**config.mk**
```make
export PLATFORM = sky130hd
export DESIGN_NAME = hub75_receiver
export DESIGN_NICKNAME = d
export VERILOG_FILES = /design/src/rtl/hub75_pkg.sv /design/src/rtl/hub75_input_sampler.sv /design/src/rtl/hub75_receiver.sv
export SDC_FILE = /design/constraint.sdc
export NUM_CORES = 1
export LEC_CHECK = 0
export ABC_AREA = 1
export CAP_MARGIN = 20
export CORE_UTILIZATION = 30
export CTS_BUF_LIST = sky130_fd_sc_hd__clkbuf_4 sky130_fd_sc_hd__clkbuf_8
export CTS_CLUSTER_SIZE = 28
export DETAILED_ROUTE_END_ITERATION = 8
export PLACE_DENSITY = 0.44
export SLEW_MARGIN = 20
export SYNTH_ARGS = -nofsm -noshare
export SYNTH_HDL_FRONTEND = slang
export SYNTH_SLANG_ARGS = --single-unit
```
**constraint.sdc**
```tcl
create_clock -name clk -period 6.25 [get_ports clk]
set_clock_uncertainty 0.15 [all_clocks]
set_input_delay 1.25 -clock clk [delete_from_list [all_inputs] [get_ports clk]]
set_output_delay 1.25 -clock clk [all_outputs]
set_load 0.03 [all_outputs]
```
**src/rtl/hub75_pkg.sv**
```systemverilog
// Shared types and defaults for the HUB75 receive path: pixel triples,
// line geometry, latch error codes and the line-streaming FSM states.
package hub75_pkg;

  localparam int unsigned COLUMNS_DEF = 32;
  localparam int unsigned ROWS_DEF    = 8;

  typedef struct packed {
    logic r;
    logic g;
    logic b;
  } rgb_t;

  // Bit order matches the wire bundle {r1,g1,b1,r0,g0,b0}.
  typedef struct packed {
    rgb_t half1;
    rgb_t half0;
  } pixel_pair_t;

  // Latch verdicts; when several apply, the first match in classify_latch wins.
  typedef enum logic [1:0] {
    ERR_NONE    = 2'd0,
    ERR_OVERRUN = 2'd1,
    ERR_SHORT   = 2'd2,
    ERR_DROP    = 2'd3
  } err_code_e;

  typedef enum logic {
    ST_IDLE = 1'b0,
    ST_SEND = 1'b1
  } state_e;

  function automatic err_code_e classify_latch(input logic ovf, input logic full,
                                               input logic busy);
    if (ovf)   return ERR_OVERRUN;
    if (!full) return ERR_SHORT;
    if (busy)  return ERR_DROP;
    return ERR_NONE;
  endfunction

endpackage

```
**src/rtl/hub75_input_sampler.sv**
```systemverilog
// Registers the panel-side HUB75 signals once and turns oclk/lat into
// one-cycle rise strobes, with data and address delayed to stay aligned.
module hub75_input_sampler #(
  parameter int unsigned DATA_W = 6,
  parameter int unsigned ADDR_W = 3
) (
  input  logic              clk,
  input  logic              rst_n,
  input  logic [DATA_W-1:0] data_i,
  input  logic [ADDR_W-1:0] addr_i,
  input  logic              oe_i,
  input  logic              lat_i,
  input  logic              oclk_i,
  output logic [DATA_W-1:0] data_o,
  output logic [ADDR_W-1:0] addr_o,
  output logic              oe_o,
  output logic              oclk_rise_o,
  output logic              lat_rise_o
);

  logic [DATA_W-1:0] data_s1_q, data_s2_q;
  logic [ADDR_W-1:0] addr_s1_q, addr_s2_q;
  logic              oe_s1_q, oe_s2_q;
  logic              lat_s1_q, lat_s2_q;
  logic              oclk_s1_q, oclk_s2_q;
  logic              lat_rise_q, oclk_rise_q;
  logic              lat_rise_d, oclk_rise_d;

  assign lat_rise_d  = lat_s1_q & ~lat_s2_q;
  assign oclk_rise_d = oclk_s1_q & ~oclk_s2_q;

  always_ff @(posedge clk or negedge rst_n) begin
    if (!rst_n) begin
      data_s1_q   <= '0;
      data_s2_q   <= '0;
      addr_s1_q   <= '0;
      addr_s2_q   <= '0;
      // Dark panel out of reset, so the on-time counter does not tick on pipeline fill.
      oe_s1_q     <= 1'b1;
      oe_s2_q     <= 1'b1;
      lat_s1_q    <= 1'b0;
      lat_s2_q    <= 1'b0;
      oclk_s1_q   <= 1'b0;
      oclk_s2_q   <= 1'b0;
      lat_rise_q  <= 1'b0;
      oclk_rise_q <= 1'b0;
    end else begin
      // NOTE: non-blocking assignments here so every stage reads the previous cycle's value.
      data_s1_q   <= data_i;
      addr_s1_q   <= addr_i;
      oe_s1_q     <= oe_i;
      lat_s1_q    <= lat_i;
      oclk_s1_q   <= oclk_i;
      data_s2_q   <= data_s1_q;
      addr_s2_q   <= addr_s1_q;
      oe_s2_q     <= oe_s1_q;
      lat_s2_q    <= lat_s1_q;
      oclk_s2_q   <= oclk_s1_q;
      lat_rise_q  <= lat_rise_d;
      oclk_rise_q <= oclk_rise_d;
    end
  end

  assign data_o      = data_s2_q;
  assign addr_o      = addr_s2_q;
  assign oe_o        = oe_s2_q;
  assign oclk_rise_o = oclk_rise_q;
  assign lat_rise_o  = lat_rise_q;

endmodule

```
**src/rtl/hub75_receiver.sv**
```systemverilog
// HUB75 loopback receiver: rebuilds each latched line into a per-column
// pixel stream and flags short, overrun and dropped lines plus per-row on-time.
module hub75_receiver
  import hub75_pkg::*;
#(
  parameter int unsigned ROWS    = ROWS_DEF,
  parameter int unsigned COLUMNS = COLUMNS_DEF,
  localparam int unsigned ROW_W  = $clog2(ROWS),
  localparam int unsigned X_W    = $clog2(COLUMNS)
) (
  input  logic             clk,
  input  logic             rst_n,
  input  logic             r0,
  input  logic             g0,
  input  logic             b0,
  input  logic             r1,
  input  logic             g1,
  input  logic             b1,
  input  logic             a0,
  input  logic             a1,
  input  logic             a2,
  input  logic             oe,
  input  logic             lat,
  input  logic             oclk,
  output logic             px_valid,
  input  logic             px_ready,
  output logic [X_W-1:0]   px_x,
  output logic [ROW_W-1:0] px_row,
  output logic [2:0]       px_rgb0,
  output logic [2:0]       px_rgb1,
  output logic             px_last,
  output logic [15:0]      on_cycles,
  output logic             err_short,
  output logic             err_overrun,
  output logic             err_drop
);

  localparam int unsigned CNT_W = $clog2(COLUMNS + 1);

  pixel_pair_t pix_s;
  logic [2:0]  addr_s;
  logic        oe_s, oclk_rise, lat_rise;

  hub75_input_sampler #(
    .DATA_W (6),
    .ADDR_W (3)
  ) u_sampler (
    .clk         (clk),
    .rst_n       (rst_n),
    .data_i      ({r1, g1, b1, r0, g0, b0}),
    .addr_i      ({a2, a1, a0}),
    .oe_i        (oe),
    .lat_i       (lat),
    .oclk_i      (oclk),
    .data_o      (pix_s),
    .addr_o      (addr_s),
    .oe_o        (oe_s),
    .oclk_rise_o (oclk_rise),
    .lat_rise_o  (lat_rise)
  );

  pixel_pair_t      shbuf_q   [COLUMNS];
  pixel_pair_t      shbuf_d   [COLUMNS];
  pixel_pair_t      linebuf_q [COLUMNS];
  logic [CNT_W-1:0] shcnt_q, shcnt_d;
  logic             ovf_q, ovf_d;
  logic [15:0]      oecnt_q, oecnt_d;
  logic [15:0]      on_cycles_q;
  logic [ROW_W-1:0] px_row_q;
  logic             err_short_q, err_overrun_q, err_drop_q;
  logic             line_full, accept;
  err_code_e        err_code;
  state_e           state_q, state_d;
  logic [X_W-1:0]   x_q, x_d;

  // Shift and latch resolve in one pass so a same-cycle latch sees the post-shift count.
  always_comb begin
    // NOTE: every always_comb output gets a default first, otherwise a latch is inferred.
    shbuf_d   = shbuf_q;
    shcnt_d   = shcnt_q;
    ovf_d     = ovf_q;
    oecnt_d   = oecnt_q;
    line_full = 1'b0;
    err_code  = ERR_NONE;
    accept    = 1'b0;

    if (oclk_rise) begin
      if (shcnt_q == CNT_W'(COLUMNS)) begin
        ovf_d = 1'b1;
      end else begin
        shbuf_d[X_W'(COLUMNS - 1) - shcnt_q[X_W-1:0]] = pix_s;
        shcnt_d = shcnt_q + CNT_W'(1);
      end
    end

    if (!oe_s && oecnt_q != 16'hFFFF) oecnt_d = oecnt_q + 16'd1;

    if (lat_rise) begin
      line_full = (shcnt_d == CNT_W'(COLUMNS));
      err_code  = classify_latch(ovf_d, line_full, state_q == ST_SEND);
      accept    = (err_code == ERR_NONE);
      shcnt_d   = '0;
      ovf_d     = 1'b0;
      oecnt_d   = '0;
    end
  end

  always_comb begin
    state_d = state_q;
    x_d     = x_q;
    unique case (state_q)
      ST_IDLE: begin
        if (accept) begin
          state_d = ST_SEND;
          x_d     = '0;
        end
      end
      ST_SEND: begin
        if (px_ready) begin
          if (x_q == X_W'(COLUMNS - 1)) state_d = ST_IDLE;
          x_d = x_q + X_W'(1);
        end
      end
      default: state_d = ST_IDLE;
    endcase
  end

  always_ff @(posedge clk or negedge rst_n) begin
    if (!rst_n) begin
      // NOTE: buffers are reset because the beat data outputs read them and must be 0 in reset.
      shbuf_q       <= '{default: '0};
      linebuf_q     <= '{default: '0};
      shcnt_q       <= '0;
      ovf_q         <= 1'b0;
      oecnt_q       <= '0;
      on_cycles_q   <= '0;
      px_row_q      <= '0;
      err_short_q   <= 1'b0;
      err_overrun_q <= 1'b0;
      err_drop_q    <= 1'b0;
      state_q       <= ST_IDLE;
      x_q           <= '0;
    end else begin
      shbuf_q       <= shbuf_d;
      shcnt_q       <= shcnt_d;
      ovf_q         <= ovf_d;
      oecnt_q       <= oecnt_d;
      err_short_q   <= (err_code == ERR_SHORT);
      err_overrun_q <= (err_code == ERR_OVERRUN);
      err_drop_q    <= (err_code == ERR_DROP);
      state_q       <= state_d;
      x_q           <= x_d;
      if (lat_rise) on_cycles_q <= oecnt_q;
      if (accept) begin
        linebuf_q <= shbuf_d;
        px_row_q  <= addr_s[ROW_W-1:0];
      end
    end
  end

  assign px_valid    = (state_q == ST_SEND);
  assign px_x        = x_q;
  assign px_row      = px_row_q;
  assign px_rgb0     = linebuf_q[x_q].half0;
  assign px_rgb1     = linebuf_q[x_q].half1;
  assign px_last     = px_valid && (x_q == X_W'(COLUMNS - 1));
  assign on_cycles   = on_cycles_q;
  assign err_short   = err_short_q;
  assign err_overrun = err_overrun_q;
  assign err_drop    = err_drop_q;

endmodule

```
==> flow_summary.yaml <==
grt:
  grt_max_degree: 165
  grt_pass1_wl_mm: 99.9
  grt_antenna_before_repair: 1
  grt-ovfl-total: 0
  grt_use_total_pct: 18.5
  grt_pass1_vias: 16192
floorplanning:
  start_util_pct: 30.4
  coreArea_um2: 67400
  pin_count: 50
  die_w_um: 263
  die-area_um2: 69300
  fp.dieH_um: 263
  rows: 95
detailed_routing:
  drt_iter0_drc: 1425
  wl_per_cell_um: 18.8
  first_pass_iters: 7
  drt-vias-per-instance: 4.89
  wirelength_mm: 63.6
  drc: 0
  ant_nets: 0
  vias: 16546
placement:
  post-place-cells: 3229
  dpl_cell_area_um2: 21500
  place_ws_ns: 1.65
  hpwl_mm: 37.7
  io_buffer_count: 49
  place_congestion: 0.832
sta:
  holdWs_ns: 0.197
  fmax_mhz: 188
  setup_ws_ns: 0.918
  hold_viol: 0
  tightest_slew_ns: 1.07
  min_period_ns: 5.33
  max_slew_margin_pct: 28.8
  rsz0062_at_grt: "no"
  setup_violations: 0
  setup_tns_ns: 0
  finalCritPeriodShare_pct: 85.3
  maxSlewViolCount: 0
clock_network:
  cts.sinks: 461
  numCtsBuffers: 88
  cts_tree: "done"
  htree_levels: 3
  clk_pin_slew_ns: 0.06
  clockBufferDepth: 3
  clock-root-buffer: "clkbuf_8"
  cts_setup_buffers: 0
  ctsHoldBuffers: 0
  insertion_delay_ns: 0.68
  ctsResizeCount: 0
synthesis:
  synth_area_um2: 20500
  yosysMostFrequentCell: "nand2_1"
  synth_nets: 2478
  syn_inst: 2456
  synthFlopType: "dfrtp_1"
  ys_types: 30
  synth_commonest_cells: "nand2_1, dfrtp_1, o21ai_0"
  yosys-top-cells-area: "dfrtp_1, nand2_1, o21ai_0"
  ys_seq_area_share_pct: 56.3
  synth_top_area_share_pct: 56.1
  synth_warnings: 0
  async_flop_share_pct: 100
  ys_seq_elements: 461
  yosys.area.top_type: "dfrtp_1"
  synth-edff-count: 0
  syn_area_per_cell_um2: 8.34
critical_path:
  r2r_slack_ns: 2.08
  crit_path_end_kind: "output pin"
  cp.arrival_ns: 3.93
  crit_type: "register to output pin"
  ff2ff_path_depth: 13
  reg2reg_to: "linebuf_q[18]$_DFFE_PN0P_"
  cp.required_ns: 4.85
  crit_slowest_cell: "dfrtp_4"
  path_cells: "inv_2 > buf_4 > nor2_1 > o211ai_1 > nand3_1 > nand3b_1 > nand2_1 > inv_1 > clkdlybuf4s50_1"
  crit_start: "px_x[0]$_DFFE_PN0P_"
  path_max_fanout: 58
  crit_path_max_incr_delay_ns: 0.71
  r2r_start: "shcnt_q[0]$_DFF_PN0_"
  start_kind: "register"
hold_path:
  hold_path_depth: 0
  hold_class: "register to register"
  min_from: "u_sampler.data_s1_q[1]$_DFF_PN0_"
  hold-path-endpoint: "u_sampler.data_o[1]$_DFF_PN0_"
cells_and_area:
  fin_util_pct: 34.5
  syn_to_final_growth_pct: 13.6
  drive_gt1_share_pct: 7.97
  fin_area_um2: 23300
  stdcell_count: 3385
  nets: 2468
power:
  comb_power_share_pct: 21.4
  total_power_mw: 8.09
  seq_power_share_pct: 40.9
  cellPowerDensity_nw_per_um2: 348
  ir_worst_vdd_uv: 207
  power.internal_mw: 5.36
  p_leak_nw: 11.4
  clkPwrFrac_pct: 37.7
  swShare_pct: 33.8
  power.switching_mw: 2.74
run:
  cap_violations: 0
run_status:
  status: "finished clean"
==> cell families after synthesis <==
kind of cell	after synthesis	synth area share, %
AOI/OAI and AO/OA	451	12.1
xor gates and xnor gates	9	0.385
adders and majority gates	7	0.427
buffers and inverters	317	6.79
DFF	461	56.3
and+or+nand+nor	1211	24.0
==> sequential cells by signal, indices dropped and copies added (netlist names), 5 cells and up <==
| register | cells |
|---|---|
| u_sampler.data_o | 6 |
| on_cycles | 16 |
| u_sampler.data_s1_q | 6 |
| oecnt_q | 16 |
| px_x | 5 |
| shcnt_q | 6 |
| linebuf_q | 192 |
| shbuf_q | 192 |
==> layer usage <==
layer | routed length [um] | GRT usage [%]
met1 | 30600 | 26.6
met2 | 28600 | 28.3
met3 | 3280 | 3.59
met4 | 1110 | 5.11
met5 | 0 | 0
==> cells in the final DEF (no fill, tap or decap), types with 3 or more instances in the layout <==
| cell type | netlist | final |
|---|---|---|
| nand3b_1 | 4 | 4 |
| clkdlybuf4s50_1 | 0 | 48 |
| buf_4 | 24 | 19 |
| nand3_1 | 184 | 184 |
| o21ai_1 | 51 | 51 |
| clkinvlp_4 | 0 | 4 |
| nor2_1 | 150 | 149 |
| inv_1 | 138 | 136 |
| o31ai_1 | 15 | 15 |
| o21ai_0 | 284 | 284 |
| o22ai_1 | 18 | 18 |
| buf_12 | 0 | 5 |
| ha_1 | 7 | 7 |
| clkbuf_8 | 0 | 103 |
| nor2_4 | 2 | 3 |
| dfrtp_1 | 459 | 456 |
| inv_2 | 5 | 7 |
| o21a_1 | 42 | 42 |
| nand4_1 | 25 | 25 |
| a21oi_1 | 17 | 17 |
| o211ai_1 | 24 | 24 |
| xor2_1 | 9 | 9 |
| clkbuf_4 | 2 | 27 |
| nand2_1 | 828 | 828 |
| clkinv_2 | 0 | 17 |
| nor3_1 | 12 | 12 |
==> layout make-up <==
| class | instances | area, um2 |
|---|---|---|
| Fill cell | 7052 | 44100 |
| Sequential cell | 461 | 11500 |
| Multi-Input combinational cell | 1678 | 7570 |
| Clock buffer | 130 | 1620 |
| Tap cell | 873 | 1090 |
| Timing Repair Buffer | 73 | 738 |
| Inverter | 144 | 541 |
| Clock inverter | 24 | 170 |
| Antenna cell | 2 | 5.00 |
==> power groups by stage <==
stage                     combinational, mW  clock [mW]  sequential [mW]
after CTS                              1.75        3.16             3.31
final                                  1.74        3.05             3.31
after global routing                   1.92        3.29             3.33
after global placement                 1.72           0             3.35
after floorplan                        1.13           0             3.27
after detailed placement               1.74           0             3.36
==> critical path, delay by kind of cell (launching register included) <==
family                 cells  cell delay, ns
AND/OR/NAND/NOR            4            0.48
buffers and inverters      4            1.78
AO/OA/AOI/OAI              1            0.23
flip-flops                 1            0.71
==> worst max-delay path by stage <==
stage	end	slack [ns]	cells after the start
after global routing	px_rgb0[2]	0.69	9
after detailed placement	px_rgb0[2]	1.65	9
after floorplan	px_rgb1[0]	2.95	11
final	px_rgb0[2]	0.92	9
after global placement	px_rgb0[2]	1.73	9
after CTS	px_rgb0[2]	0.89	9
Power figures use the tool's default switching activity.
